File: src/rtl/sap1_pkg.sv
// Shared definitions for the output-register reader: FSM encoding, digit
// count, seven-segment pattern table and the double-dabble adjust step.
// Latency: n/a (declarations only). Backpressure: n/a.
//
// Contents:
//   state_e     - reader FSM states (IDLE, CONVERT, UPDATE)
//   NUM_DIGITS  - number of decimal digits shown (units, tens, hundreds)
//   BCD_W       - width of the packed BCD accumulator / display register
//   SEG_TABLE   - segment patterns {g,f,e,d,c,b,a} for digits 0..9
//   dabble_adj  - "add 3 to every nibble >= 5" step of double-dabble
package sap1_pkg;

  typedef enum logic [1:0] {
    IDLE    = 2'd0,
    CONVERT = 2'd1,
    UPDATE  = 2'd2
  } state_e;

  localparam int NUM_DIGITS = 3;
  localparam int BCD_W      = 4 * NUM_DIGITS;

  // Entry [d] is the active-high pattern for decimal digit d, bit order
  // {g,f,e,d,c,b,a}. Listed from digit 9 down to digit 0.
  localparam logic [9:0][6:0] SEG_TABLE = {
    7'h6F,  // 9
    7'h7F,  // 8
    7'h07,  // 7
    7'h7D,  // 6
    7'h6D,  // 5
    7'h66,  // 4
    7'h4F,  // 3
    7'h5B,  // 2
    7'h06,  // 1
    7'h3F   // 0
  };

  // Pre-shift correction of double-dabble: any BCD nibble that is 5 or more
  // would exceed 9 after doubling, so bias it by 3 to carry correctly.
  function automatic logic [BCD_W-1:0] dabble_adj(input logic [BCD_W-1:0] bcd);
    logic [BCD_W-1:0] res;
    res = bcd;
    for (int i = 0; i < NUM_DIGITS; i++) begin
      if (bcd[4*i +: 4] >= 4'd5) begin
        res[4*i +: 4] = bcd[4*i +: 4] + 4'd3;
      end
    end
    return res;
  endfunction

endpackage

File: src/rtl/decod_7seg.sv
// BCD nibble to seven-segment pattern decoder, purely combinational.
// Latency: 0 cycles. Backpressure: none.
//
// Ports:
//   digit - 4-bit BCD nibble
//   seg   - segments {g,f,e,d,c,b,a}, active-high; all off for nibbles > 9
module decod_7seg
  import sap1_pkg::*;
(
  input  logic [3:0] digit,
  output logic [6:0] seg
);

  always_comb begin
    seg = 7'h00;
    // Codes 10..15 are not decimal digits; leave the display dark for them.
    if (digit <= 4'd9) begin
      seg = SEG_TABLE[digit];
    end
  end

endmodule

File: src/rtl/leitor_saida.sv
// Output-register reader: converts a sampled binary value to 3 BCD digits by
// double-dabble and drives a multiplexed 3-digit seven-segment display.
// Latency: RD sampled at edge n -> display register and VALID at edge
// n+DATA_SIZE+1. Backpressure: RD is dropped while BUSY (no queueing).
//
// Parameters:
//   DATA_SIZE   - width of DATA_IN, 4..9 (9 bits still fits in 3 digits)
//   REFRESH_DIV - CK cycles each digit stays selected, minimum 2
// Ports:
//   CK      - clock, rising edge
//   MR      - asynchronous active-low reset
//   RD      - read strobe, sampled in IDLE only
//   DATA_IN - unsigned value to convert
//   BUSY    - high in CONVERT and UPDATE
//   VALID   - one-cycle pulse coincident with the display register update
//   SEG     - segments {g,f,e,d,c,b,a}, active-high
//   AN      - one-hot digit select, bit0 = units, bit2 = hundreds
// Build option: define LEITOR_SAIDA_BLANK_EN to blank leading zeros on the
// hundreds and tens digits. The digit scan itself is unaffected.
module leitor_saida
  import sap1_pkg::*;
#(
  parameter int DATA_SIZE   = 8,
  parameter int REFRESH_DIV = 16
) (
  input  logic                 CK,
  input  logic                 MR,
  input  logic                 RD,
  input  logic [DATA_SIZE-1:0] DATA_IN,
  output logic                 BUSY,
  output logic                 VALID,
  output logic [6:0]           SEG,
  output logic [2:0]           AN
);

  localparam int CNT_W = $clog2(DATA_SIZE);
  localparam int REF_W = $clog2(REFRESH_DIV);

  localparam logic [CNT_W-1:0] CNT_LAST = CNT_W'(DATA_SIZE - 1);
  localparam logic [REF_W-1:0] REF_LAST = REF_W'(REFRESH_DIV - 1);
  localparam logic [1:0]       IDX_LAST = 2'(NUM_DIGITS - 1);

  // ---------------------------------------------------------------------
  // State
  // ---------------------------------------------------------------------
  state_e                 state_q, state_d;
  logic [DATA_SIZE-1:0]   bin_q,   bin_d;    // binary shift register
  logic [BCD_W-1:0]       bcd_q,   bcd_d;    // BCD accumulator
  logic [CNT_W-1:0]       cnt_q,   cnt_d;    // CONVERT cycle counter
  logic [BCD_W-1:0]       disp_q,  disp_d;   // display register
  logic                   valid_q, valid_d;
  logic [REF_W-1:0]       ref_q,   ref_d;    // refresh divider
  logic [1:0]             idx_q,   idx_d;    // scanned digit index

  always_ff @(posedge CK or negedge MR) begin
    if (!MR) begin
      state_q <= IDLE;
      bin_q   <= '0;
      bcd_q   <= '0;
      cnt_q   <= '0;
      disp_q  <= '0;
      valid_q <= 1'b0;
      ref_q   <= '0;
      idx_q   <= '0;
    end else begin
      state_q <= state_d;
      bin_q   <= bin_d;
      bcd_q   <= bcd_d;
      cnt_q   <= cnt_d;
      disp_q  <= disp_d;
      valid_q <= valid_d;
      ref_q   <= ref_d;
      idx_q   <= idx_d;
    end
  end

  // ---------------------------------------------------------------------
  // Conversion FSM
  // ---------------------------------------------------------------------
  always_comb begin
    state_d = state_q;
    bin_d   = bin_q;
    bcd_d   = bcd_q;
    cnt_d   = cnt_q;
    disp_d  = disp_q;
    valid_d = 1'b0;

    unique case (state_q)
      IDLE: begin
        // RD is only looked at here, so a strobe during CONVERT/UPDATE is
        // dropped and DATA_IN is never resampled mid-conversion.
        if (RD) begin
          bin_d   = DATA_IN;
          bcd_d   = '0;
          cnt_d   = '0;
          state_d = CONVERT;
        end
      end

      CONVERT: begin
        // One double-dabble step: correct nibbles, then shift {bcd,bin}
        // left by one so the binary MSB enters the BCD units nibble.
        {bcd_d, bin_d} = {dabble_adj(bcd_q), bin_q} << 1;
        cnt_d          = cnt_q + 1'b1;
        if (cnt_q == CNT_LAST) begin
          state_d = UPDATE;
        end
      end

      UPDATE: begin
        disp_d  = bcd_q;
        valid_d = 1'b1;
        state_d = IDLE;
      end

      default: begin
        state_d = IDLE;
      end
    endcase
  end

  assign BUSY  = (state_q != IDLE);
  assign VALID = valid_q;

  // ---------------------------------------------------------------------
  // Display scan: runs continuously, independent of the FSM, so the old
  // value stays visible while a new conversion is in progress.
  // ---------------------------------------------------------------------
  always_comb begin
    ref_d = ref_q + 1'b1;
    idx_d = idx_q;
    if (ref_q == REF_LAST) begin
      ref_d = '0;
      idx_d = (idx_q == IDX_LAST) ? 2'd0 : idx_q + 2'd1;
    end
  end

  logic [3:0] units, tens, hundreds;
  logic [3:0] cur_digit;
  logic [6:0] cur_seg;
  logic       blank;

  assign units    = disp_q[3:0];
  assign tens     = disp_q[7:4];
  assign hundreds = disp_q[11:8];

  always_comb begin
    cur_digit = units;
    unique case (idx_q)
      2'd0:    cur_digit = units;
      2'd1:    cur_digit = tens;
      default: cur_digit = hundreds;
    endcase
  end

  decod_7seg u_decod (
    .digit (cur_digit),
    .seg   (cur_seg)
  );

`ifdef LEITOR_SAIDA_BLANK_EN
  // Leading-zero suppression: hundreds dark when 0, tens dark when both
  // hundreds and tens are 0. Units always lit so a zero value shows "0".
  always_comb begin
    blank = 1'b0;
    if (idx_q == 2'd2 && hundreds == 4'd0) begin
      blank = 1'b1;
    end
    if (idx_q == 2'd1 && hundreds == 4'd0 && tens == 4'd0) begin
      blank = 1'b1;
    end
  end
`else
  assign blank = 1'b0;
`endif

  assign SEG = blank ? 7'h00 : cur_seg;
  assign AN  = 3'b001 << idx_q;

endmodule

File: config.mk
export PLATFORM = sky130hd
export DESIGN_NAME = leitor_saida
export DESIGN_NICKNAME = d
export VERILOG_FILES = /design/src/rtl/sap1_pkg.sv /design/src/rtl/decod_7seg.sv /design/src/rtl/leitor_saida.sv
export SDC_FILE = /design/constraint.sdc
export NUM_CORES = 1
export LEC_CHECK = 0
export CAP_MARGIN = 0
export CORE_MARGIN = 4
export CORE_UTILIZATION = 45
export CTS_BUF_LIST = sky130_fd_sc_hd__clkbuf_2
export CTS_CLUSTER_SIZE = 30
export DETAILED_ROUTE_END_ITERATION = 16
export GPL_TIMING_DRIVEN = 0
export PLACE_DENSITY = 0.65
export SETUP_SLACK_MARGIN = 0.5
export SLEW_MARGIN = 25
export SYNTH_ARGS = -nofsm -noshare
export SYNTH_HDL_FRONTEND = slang
export SYNTH_SLANG_ARGS = --single-unit
File: constraint.sdc
create_clock -name CK -period 2.4 [get_ports CK]
set_input_delay 0.72 -clock CK [delete_from_list [all_inputs] [get_ports CK]]
set_output_delay 0.72 -clock CK [all_outputs]
set_load 0.01 [all_outputs]
# Yosys cells after proc, flatten, opt, wreduce, memory -nomap -nowiden

Memory sizes are Yosys's and may differ from the RTL's.
Cells that the tools add are included.

Input bits: 11
Bits in registers: 44
Memory bits (read-only): 112
Memories: 1

Memory list:

| name             | depth | width | read ports | clocked after memory_dff | write ports | line             | RTL |
|---|---|---|---|---|---|---|---|
| (name not given) | 16    | 7     | 1          | 0                        | 0           | decod_7seg.sv:18 | `seg = SEG_TABLE[digit];` |

$add $sub $neg: 6
Reduce and logical (&&, ||, !) cells: 6
Muxes and demuxes: 18
Shift-type cells: 1
$lt $le $gt $ge: 5
Equality and inequality tests: 8

Operator list:

| cell                                                                                 | count |
|---|---|
| 12-bit one-hot mux with 2 select lines                                               | 1 |
| 8-bit one-hot mux with 2 select lines                                                | 1 |
| 7-bit 2-to-1 mux                                                                     | 2 |
| 4-bit by 3-bit greater-or-equal comparator with 1-bit output (second input constant) | 3 |
| 12-bit 2-to-1 mux                                                                    | 1 |
| 4-bit 2-to-1 mux                                                                     | 3 |
| 4-bit by 2-bit adder with 4-bit output (second input constant)                       | 2 |
| 8-bit 2-to-1 mux                                                                     | 1 |
| 4-bit one-hot mux with 2 select lines                                                | 1 |
| 2-bit 2-to-1 mux                                                                     | 3 |
| 3-bit 2-to-1 mux                                                                     | 2 |
| 3-bit one-hot mux with 2 select lines                                                | 1 |
| 4-bit by 5-bit less-than comparator with 1-bit output (second input constant)        | 1 |
| 4-bit by 1-bit adder with 4-bit output (second input constant)                       | 1 |
| 2-bit by 1-bit == test with 1-bit output (second input constant)                     | 2 |
| 2-bit == test (second input constant)                                                | 2 |
| 4-bit == test (second input constant)                                                | 1 |
| 4-bit less-or-equal comparator (second input constant)                               | 1 |
| 2-bit zero test                                                                      | 2 |
| 2-bit inequality test (second input constant)                                        | 2 |
| 2-bit one-hot mux with 2 select lines                                                | 1 |
| 2-bit AND reduction                                                                  | 2 |
| 2-bit nonzero test                                                                   | 2 |
| 3-bit by 1-bit adder with 3-bit output (second input constant)                       | 1 |
| other kinds (5)                                                                      | 5 |

# Logic depth before layout (Yosys ltp)

Gate-level depths: netlist of run 1.

Depth after elaboration: 5
Gate-level depth with buffers: 8
Gate-level depth less buffers: 7

# Cells and area by module

From an unflattened synthesis of run 1, not the netlist that was laid out.

Cells, all modules: 223
Area total of the unflattened synthesis: 2353.5 sq um

By module, submodules not included:

| module       | cells each | area an instance (sq um) | sequential area each (sq um) | instances |
|---|---|---|---|---|
| leitor_saida | 196        | 2167.1                   | 1101.1                       | 1 |
| decod_7seg   | 27         | 186.4                    | 0.0                          | 1 |

# Least setup slack after synthesis of run 1

No wires, ideal clock.

Kind: reg2out
Start point: register idx_q[0]
End point: output port SEG[3]
Path slack: 0.127 ns
Path buffers: 1
Data required time: 1.680 ns
Cell stages (with the launch flop): 9
Data arrival time: 1.553 ns
Path through: dfrtp_1 buf_6 mux2i_1 o21ai_2 inv_1 ha_1 o211ai_1 o21ai_0 o211ai_1

Longest elaborated chain between the ends: 5
Elaborated cells on any way between the ends: 7
Classes of those cells: order compare (1); eq/ne (1); mux (3); reduce/logical (1); memory (1)

Ends and longest elaborated chain:

| item                                                                               | line                | RTL |
|---|---|---|
| start, declared                                                                    | leitor_saida.sv:53  | `logic [1:0] idx_q, idx_d;` |
| start signal, assigned                                                             | leitor_saida.sv:73  | `idx_q <= idx_d;` |
| 2-bit by 1-bit == test with 1-bit output / 2-bit zero test (equally long branches) | leitor_saida.sv:149 | `unique case (idx_q)` |
| 4-bit one-hot mux with 2 select lines (*)                                          | leitor_saida.sv:149 |  |
| memory 16 x 7 bit                                                                  | --                  |  |
| 7-bit 2-to-1 mux (not written as such)                                             | decod_7seg.sv:18    |  |
| 7-bit 2-to-1 mux (*)                                                               | decod_7seg.sv:17    | `if (digit <= 4'd9) begin` |
| end, declared                                                                      | leitor_saida.sv:32  | `output logic [6:0] SEG,` |

Mark *: on every way between the ends. The rest lies on a longest branch, timed or not. The select of a mux whose other input is x is not followed.

# Worst setup path after layout of run 1

Start point: register idx_q[0]
End point: output port SEG[4]

Same word-level chain as after synthesis.

==> impl_metrics.csv, run 1 <==
group,metric,value,unit
global_routing,grt_pass1_wl,8600,microns
clocking,cts_made_buffers,5,
global_routing,antenna_found_initial,0,
job,maxCapViolCount,0,
drt,ant_nets,0,
worst_setup_path,crit_type,"reg -> out",
drt,vias,1761,
pwr,power.switching,0.00126,W
drt,drt_iter0_markers,84,
sta,fin_hold_ws,164,ps
pwr,p_int,0.00196,W
drt,detail_route.vias_per_cell,5.24,
worst_setup_path,cp-startpoint,"idx_q[0]",
final_layout,final_cell_mix,"dfrtp_1 (43), o21ai_0 (21), mux2_2 (16), nand2_1 (15), buf_4 (13)",
floorplan,fp.dieH,80.5,microns
sta,max-slew-margin-rel,70.8,%
pwr,pwr-share-seq,38.0,%
sta,finalCritPeriodShare,119,%
global_routing,grtUsageTotal,17.1,%
final_layout,final_cells,336,
placed_design,place.detailed.hpwl,3290,microns
placed_design,placedCellCount,310,
worst_setup_path,critPathArrivalTime,2140,ps
sta,tightestPinTransition,437,ps
sta,hold_viol,0,
pwr,p_total,0.00322,W
clocking,cts_root_buf,"clkbuf_2",
sta,period_needed,2860,ps
drt,wl_per_cell,14.8,microns
clocking,cts_tree,"yes",
placed_design,place_congestion,0.683,
pwr,ir_drop,0.637,mV
clocking,numClockSinks,44,
pwr,p_per_area,1060,mW/mm^2
clocking,cts_hold_buf,0,
floorplan,ios,23,
final_layout,antennaDiodeCount,0,
floorplan,die_area,0.00648,sq mm
floorplan,rows,26,
sta,fmaxAchievable,0.350,GHz
final_layout,syn_to_final_growth,28.2,%
synthesis,ys_warn_count,0,
sta,setup_viol_count_final,7,
hold_path,hp-class,"in -> async",
synthesis,yosysSeqAreaShare,46.6,%
clocking,max-clock-path-buffers,2,
final_layout,drive_gt1_share,35.0,%
synthesis,syn_area,0.00236,sq mm
floorplan,core,0.00511,sq mm
synthesis,avgSynthCellArea,10.9,sq um
drt,finalWirelength,4980,microns
final_layout,nFillCells,442,
drt,drcViolationCount,0,
status,failed_checks,"setup timing",
sta,setup_ws,-460,ps
floorplan,die_w,80.5,microns
clocking,clk_latency,420,ps
worst_setup_path,critPathCaptureType,"output pin",
sta,finalMaxSlewViolations,0,
worst_setup_path,cp_max_fo,5,
global_routing,grt_remaining_overflow,0,
synthesis,synth_nets,240,
pwr,sw_frac_of_total,39.1,%
final_layout,layout_commonest_cell,"dfrtp_1",
status,status,"finished with violations",
synthesis,synth_seq_cells,44,
global_routing,grt_pass1_vias,1819,
synthesis,ys_types,40,
worst_setup_path,start_kind,"flop",
drt,drtPass1Iterations,4,
pwr,pwr-share-clk,13.1,%
worst_setup_path,crit_required,1680,ps
clocking,clk_pin_slew,230,ps
placed_design,port_buffers,22,
pwr,p_leak,1.35,nW
clocking,cts-htree-levels,2,
worst_setup_path,r2r_slack,710,ps
final_layout,fin_nets,288,
sta,skew,15.3,ps
global_routing,grt_start_max_net_pins,31,
worst_setup_path,worstReg2RegStart,"bcd_q[4]",
pwr,combPwrFrac,49.0,%
floorplan,start_util,46.3,%
sta,grt_setup_unrepaired,"yes",
synthesis,netlist_instances,217,
[per-layer routing]
metal	GRT usage [%]	up-vias	part of all wire [%]
met2	28.9	29	51
met4	5.74	0	1.5
met5	0	-	0
met1	21.5	856	43
met3	3.92	8	3.8
li1	-	868	-
[path summary, 6_finish.rpt]
| path | end | depth (start not counted) |
|---|---|---|
| hold / removal | cnt_q[2] | 1 |
| hold reg to reg | ref_q[0] | 1 |
| setup / recovery | SEG[4] | 7 |
| min in group CK | ref_q[0] | 1 |
| setup reg to reg | bcd_q[6] | 6 |
| max in group asynchronous | disp_q[4] | 2 |
[final cells by class]
cell class              count  area, sq um  share of cell area, %
inverters                   9         36.3                   1.20
plain buffers               9         70.1                   2.31
repair buffers             41          370                   12.2
well taps                  70         87.6                   2.89
clock buffers               5         25.0                  0.825
multi-input cells         155         1300                   42.8
clock inverters             3         42.5                   1.40
flip-flops and latches     44         1100                   36.4
[registers in the layout (all words and copies together) (netlist names)]
signal   flops
idx_q        2
bcd_q       12
cnt_q        3
bin_q        8
VALID        1
ref_q        4
disp_q      12
state_q      2
[power by group through the flow]
stage | clock network (W) | logic (W) | registers (W)
floorplan | 0 | 0.00104 | 0.00116
global placement | 0 | 0.00138 | 0.00123
detailed placement | 0 | 0.00142 | 0.00123
CTS | 0.000439 | 0.00150 | 0.00122
global route | 0.000475 | 0.00176 | 0.00127
finish | 0.000421 | 0.00158 | 0.00122
[critical path, cell delays in order (launching register included)]
cell and delay (ps):
dfrtp_1 420, buf_6 140, buf_6 110, mux2_4 310
mux2_4 320, nor2_8 130, a221o_1 150, buf_2 130
[per-stage QoR]
stage | area (sq um) | worst slack (ps) | utilization (%) | TNS [ps]
after floorplan | 2390 | 190 | - | 0
after global placement | 2700 | -583 | 52.9 | -27810
after detailed placement | 2720 | -439 | 53.2 | -2200
after CTS | 2920 | -458 | 57.3 | -2900
after global routing | 3030 | -585 | 59.4 | -3850
final | 3030 | -460 | 59.4 | -2920
[cells in the mapped netlist]
library cell | number | area [sq um]
nor2_8 | 1 | 20.0
a211oi_1 | 2 | 15.0
a21oi_2 | 1 | 8.76
nor2b_1 | 12 | 75.1
a21oi_1 | 14 | 70.1
a221o_1 | 1 | 10.0
o21bai_1 | 1 | 7.51
nand2_1 | 15 | 56.3
o21ai_0 | 22 | 110
o21a_1 | 1 | 7.51
a22o_1 | 4 | 35.0
nor3_1 | 5 | 25.0
nand3_1 | 6 | 30.0
mux2_4 | 2 | 30.0
clkbuf_1 | 3 | 11.3
mux2i_4 | 2 | 45.0
buf_6 | 2 | 22.5
o21ai_4 | 1 | 16.3
o21a_4 | 1 | 15.0
o31ai_1 | 2 | 15.0
o21ai_2 | 1 | 8.76
and2_1 | 1 | 6.26
inv_1 | 9 | 33.8
mux2_2 | 16 | 180
nor3_2 | 2 | 20.0
buf_2 | 4 | 20.0
nand2b_1 | 4 | 25.0
xor2_1 | 3 | 26.3
or2_2 | 1 | 6.26
mux2i_1 | 3 | 30.0
ha_1 | 12 | 150
nor2_1 | 3 | 11.3
xnor2_1 | 3 | 26.3
a22oi_1 | 7 | 52.6
and2b_1 | 1 | 7.51
nor4_1 | 1 | 6.26
o211ai_1 | 2 | 15.0
nand4_1 | 1 | 6.26
dfrtp_1 | 44 | 1100
a31oi_1 | 1 | 6.26
[cells by family (layout without fill, tap and decap cells)]
logic type | count (synthesis) | in the layout | synth area share (%)
XOR/XNOR | 6 | 6 | 2.22
AND/OR/NAND/NOR | 53 | 53 | 12.5
multiplexers | 23 | 23 | 12.1
flip-flops | 44 | 44 | 46.6
buffers and inverters | 18 | 67 | 3.70
adder cells (fa/ha/maj) | 12 | 12 | 6.35
AO/OA/AOI/OAI | 61 | 61 | 16.6
[timing repair]
action | 4_1_cts | 5_1_grt
resized for setup | 68 | 17
endpoints found under the setup margin | 21 | 22
pin swaps | 8 | 4
buffers inserted | 13 | 5
Note: power is estimated with default switching activity, not from simulation.
==> inputs of run 2 (changes only) <==
--- a/config.mk
+++ b/config.mk
@@ -17,4 +17,5 @@
 export SLEW_MARGIN = 25
 export SYNTH_ARGS = -nofsm -noshare
 export SYNTH_HDL_FRONTEND = slang
+export SYNTH_HIERARCHICAL = 1
 export SYNTH_SLANG_ARGS = --single-unit
==> impl_metrics.csv, run 2 <==
group,metric,value,unit
status,status,"finished with violations",
status,failed_checks,"setup timing",
clocking,cts-htree-levels,2,
placed_design,post_dp_cell_area,0.00275,sq mm
drt,drt_iter0_markers,43,
synthesis,ys_types,40,
floorplan,rows,26,
synthesis,ys_warn_count,6,
clocking,cts_made_buffers,5,
pwr,pwr-share-seq,35.8,%
synthesis,synth_nets,248,
final_layout,layout_commonest_cell,"dfrtp_1",
pwr,p_leak,1.36,nW
placed_design,dp_slack,-442,ps
job,maxCapViolCount,0,
synthesis,netlist_instances,223,
synthesis,synth_seq_cells,44,
synthesis,synth.most_common_cell,"dfrtp_1",
placed_design,place_congestion,0.812,
synthesis,syn_area,0.00235,sq mm
floorplan,die_w,80.3,microns
drt,drtPass1Iterations,4,
sta,finalMaxSlewViolations,0,
drt,detail_route.vias_per_cell,5.27,
final_layout,nFillCells,450,
final_layout,biggestRegsByFlops,"bcd_q: 12 flops, disp_q: 12 flops, bin_q: 8 flops",
worst_setup_path,crit_required,1680,ps
clocking,clk_latency,420,ps
final_layout,final_cell_mix,"dfrtp_1 (44), nand2_1 (17), inv_1 (15)",
worst_setup_path,cp_max_fo,5,
worst_setup_path,slowest_delay,430,ps
worst_setup_path,crit_end,"SEG[0]",
sta,skew,28.5,ps
floorplan,fp.dieH,80.3,microns
sta,hold_viol,0,
worst_setup_path,worstReg2RegStart,"bcd_q[4]",
drt,drcViolationCount,0,
synthesis,synth-edff-count,0,
sta,tightestPinTransition,451,ps
global_routing,grt_remaining_overflow,0,
final_layout,syn_to_final_growth,27.6,%
sta,period_needed,2870,ps
pwr,p_int,0.00210,W
synthesis,synth_common_cells,"dfrtp_1 (44), o21ai_0 (18), inv_1 (17), nand2_1 (17), a21oi_1 (15)",
synthesis,yosysSeqAreaShare,46.8,%
sta,fmaxAchievable,0.348,GHz
drt,wl_per_cell,14.2,microns
synthesis,ys.flop_type,"dfrtp_1",
worst_setup_path,critPathArrivalTime,2150,ps
worst_setup_path,path_cells,"buf_6 -> mux2i_2 -> o21ai_2 -> buf_4 -> ha_4 -> o21bai_4 -> and2_4 -> a211oi_4 -> buf_2",
global_routing,antenna_found_initial,0,
clocking,max-clock-path-buffers,2,
pwr,combPwrFrac,45.1,%
global_routing,grt_pass1_wl,8380,microns
sta,max-slew-margin-rel,69.9,%
final_layout,drive_gt1_share,32.0,%
pwr,p_per_area,1100,mW/mm^2
global_routing,grt_pass1_vias,1811,
worst_setup_path,r2r_cells,5,
sta,fin_hold_ws,196,ps
worst_setup_path,critPathCaptureType,"output pin",
synthesis,yosysTopAreaCell,"dfrtp_1",
global_routing,grt_start_max_net_pins,27,
floorplan,ios,23,
pwr,sw_frac_of_total,36.3,%
sta,setup_viol_count_final,7,
floorplan,core,0.00507,sq mm
drt,finalWirelength,4800,microns
pwr,ir_drop,0.549,mV
final_layout,final_util,59.2,%
sta,grt_setup_unrepaired,"yes",
clocking,clk_pin_slew,250,ps
drt,vias,1785,
sta,finalCritPeriodShare,120,%
sta,setup_ws,-474,ps
drt,ant_nets,0,
clocking,cts_tree,"yes",
worst_setup_path,start_kind,"flop",
floorplan,die_area,0.00645,sq mm
final_layout,design_area,0.00300,sq mm
final_layout,fin_nets,293,
worst_setup_path,r2r_slack,800,ps
placed_design,place.detailed.hpwl,3300,microns
clocking,cts_root_buf,"clkbuf_2",
worst_setup_path,worst_r2r_endpoint,"bcd_q[6]",
clocking,numClockSinks,44,
clocking,cts_hold_buf,0,
synthesis,yosys-top-cells-area,"dfrtp_1 (47%), ha_1 (7.4%), mux2_2 (6.7%)",
synthesis,yosysTopAreaCellShare,46.8,%
synthesis,avgSynthCellArea,10.6,sq um
worst_setup_path,crit_slowest_cell,"dfrtp_1",
global_routing,grtUsageTotal,16.6,%
synthesis,synthArstFlopShare,100,%
placed_design,port_buffers,22,
final_layout,antennaDiodeCount,0,
hold_path,hp-class,"in -> async",
worst_setup_path,cp-startpoint,"idx_q[0]",
pwr,power.switching,0.00120,W
floorplan,start_util,46.4,%
worst_setup_path,crit_type,"reg -> out",
pwr,pwr-share-clk,19.1,%
## run 2: cell count changes after synthesis, moves of 3 or more
cell,delta
inv_1,+8
o2111ai_1,+6
and2b_1,+5
nand3_1,-4
nor3_1,-4
o21ai_0,-4
a32o_1,+3
nand2b_1,-3
nor2b_1,-3
o221ai_1,+3
o311ai_0,+3
## run 2: per-stage QoR
stage,power (W),instances,setup TNS [ps]
global placement,0.00256,315,-29160
detailed placement,0.00259,316,-2530
global route,0.00358,339,-4010
CTS,0.00326,334,-3280
floorplan,0.00216,223,0
finish,0.00330,339,-2960
## run 2: layout make-up
type                       instances  area (sq um)  area share [%]
buffer                            11          83.8            2.79
timing repair buffer              38           305            10.2
clock inverter                     3          90.1            3.00
sequential                        44          1100            36.7
tap                               70          87.6            2.92
clock buffer                       5          25.0           0.833
multi-input combinational        151          1250            41.5
inverter                          17          63.8            2.13
## run 2: cells by family (layout without fill, tap and decap cells)
| group | count (synthesis) | after routing | share of synthesized area, % |
|---|---|---|---|
| DFF | 44 | 44 | 46.8 |
| adders and majority gates | 14 | 14 | 7.44 |
| AOI/OAI and AO/OA | 72 | 72 | 21.2 |
| xor gates and xnor gates | 3 | 3 | 1.12 |
| and+or+nand+nor | 44 | 44 | 9.94 |
| buffers and inverters | 28 | 74 | 5.16 |
| muxes | 18 | 18 | 8.40 |
## run 2: worst min-delay path by stage
stage | from | end | cells past startpoint
after floorplan | MR | VALID | 0
after global placement | ref_q[0] | ref_q[0] | 1
after detailed placement | ref_q[0] | ref_q[0] | 1
after CTS | MR | bin_q[7] | 1
after global routing | MR | ref_q[0] | 1
final | MR | bcd_q[2] | 1
## run 2: worst max-delay path, delay by kind of cell, from the launching register on
family	cells	cell delay [ps]
DFF	1	430
muxes	1	150
adders and majority gates	1	140
AOI/OAI and AO/OA	3	400
and+or+nand+nor	1	200
buffers and inverters	3	440
## run 2: metal layers
layer,global-route usage [%],vias up,part of all wire (%)
met5,0,-,0
met4,6.25,0,1.8
li1,-,892,-
met2,28.4,26,49
met1,20.1,859,45
met3,3.81,8,3.6
## run 2: timing repair
action / CTS / global route
endpoints found under the hold margin: 0 / 0
gates resized for setup: 60 / 6
pin swaps: 7 / 2
buffers inserted: 10 / 5
setup endpoints to repair: 12 / 13
## run 2: power by group through the flow
stage / clock network [W] / registers, W / logic [W]
finish: 0.000631 / 0.00118 / 0.00149
floorplan: 0 / 0.00114 / 0.00103
global placement: 0 / 0.00120 / 0.00136
CTS: 0.000642 / 0.00118 / 0.00144
detailed placement: 0 / 0.00120 / 0.00139
global route: 0.000677 / 0.00122 / 0.00168
==> inputs of run 3 (changes only) <==
--- a/config.mk
+++ b/config.mk
@@ -5,6 +5,7 @@
 export SDC_FILE = /design/constraint.sdc
 export NUM_CORES = 1
 export LEC_CHECK = 0
+export ABC_CLOCK_PERIOD_IN_PS = 2400
 export CAP_MARGIN = 0
 export CORE_MARGIN = 4
 export CORE_UTILIZATION = 45
==> results of run 3 <==
Same layout as run 2: the final DEF is identical, and so are final timing and power.
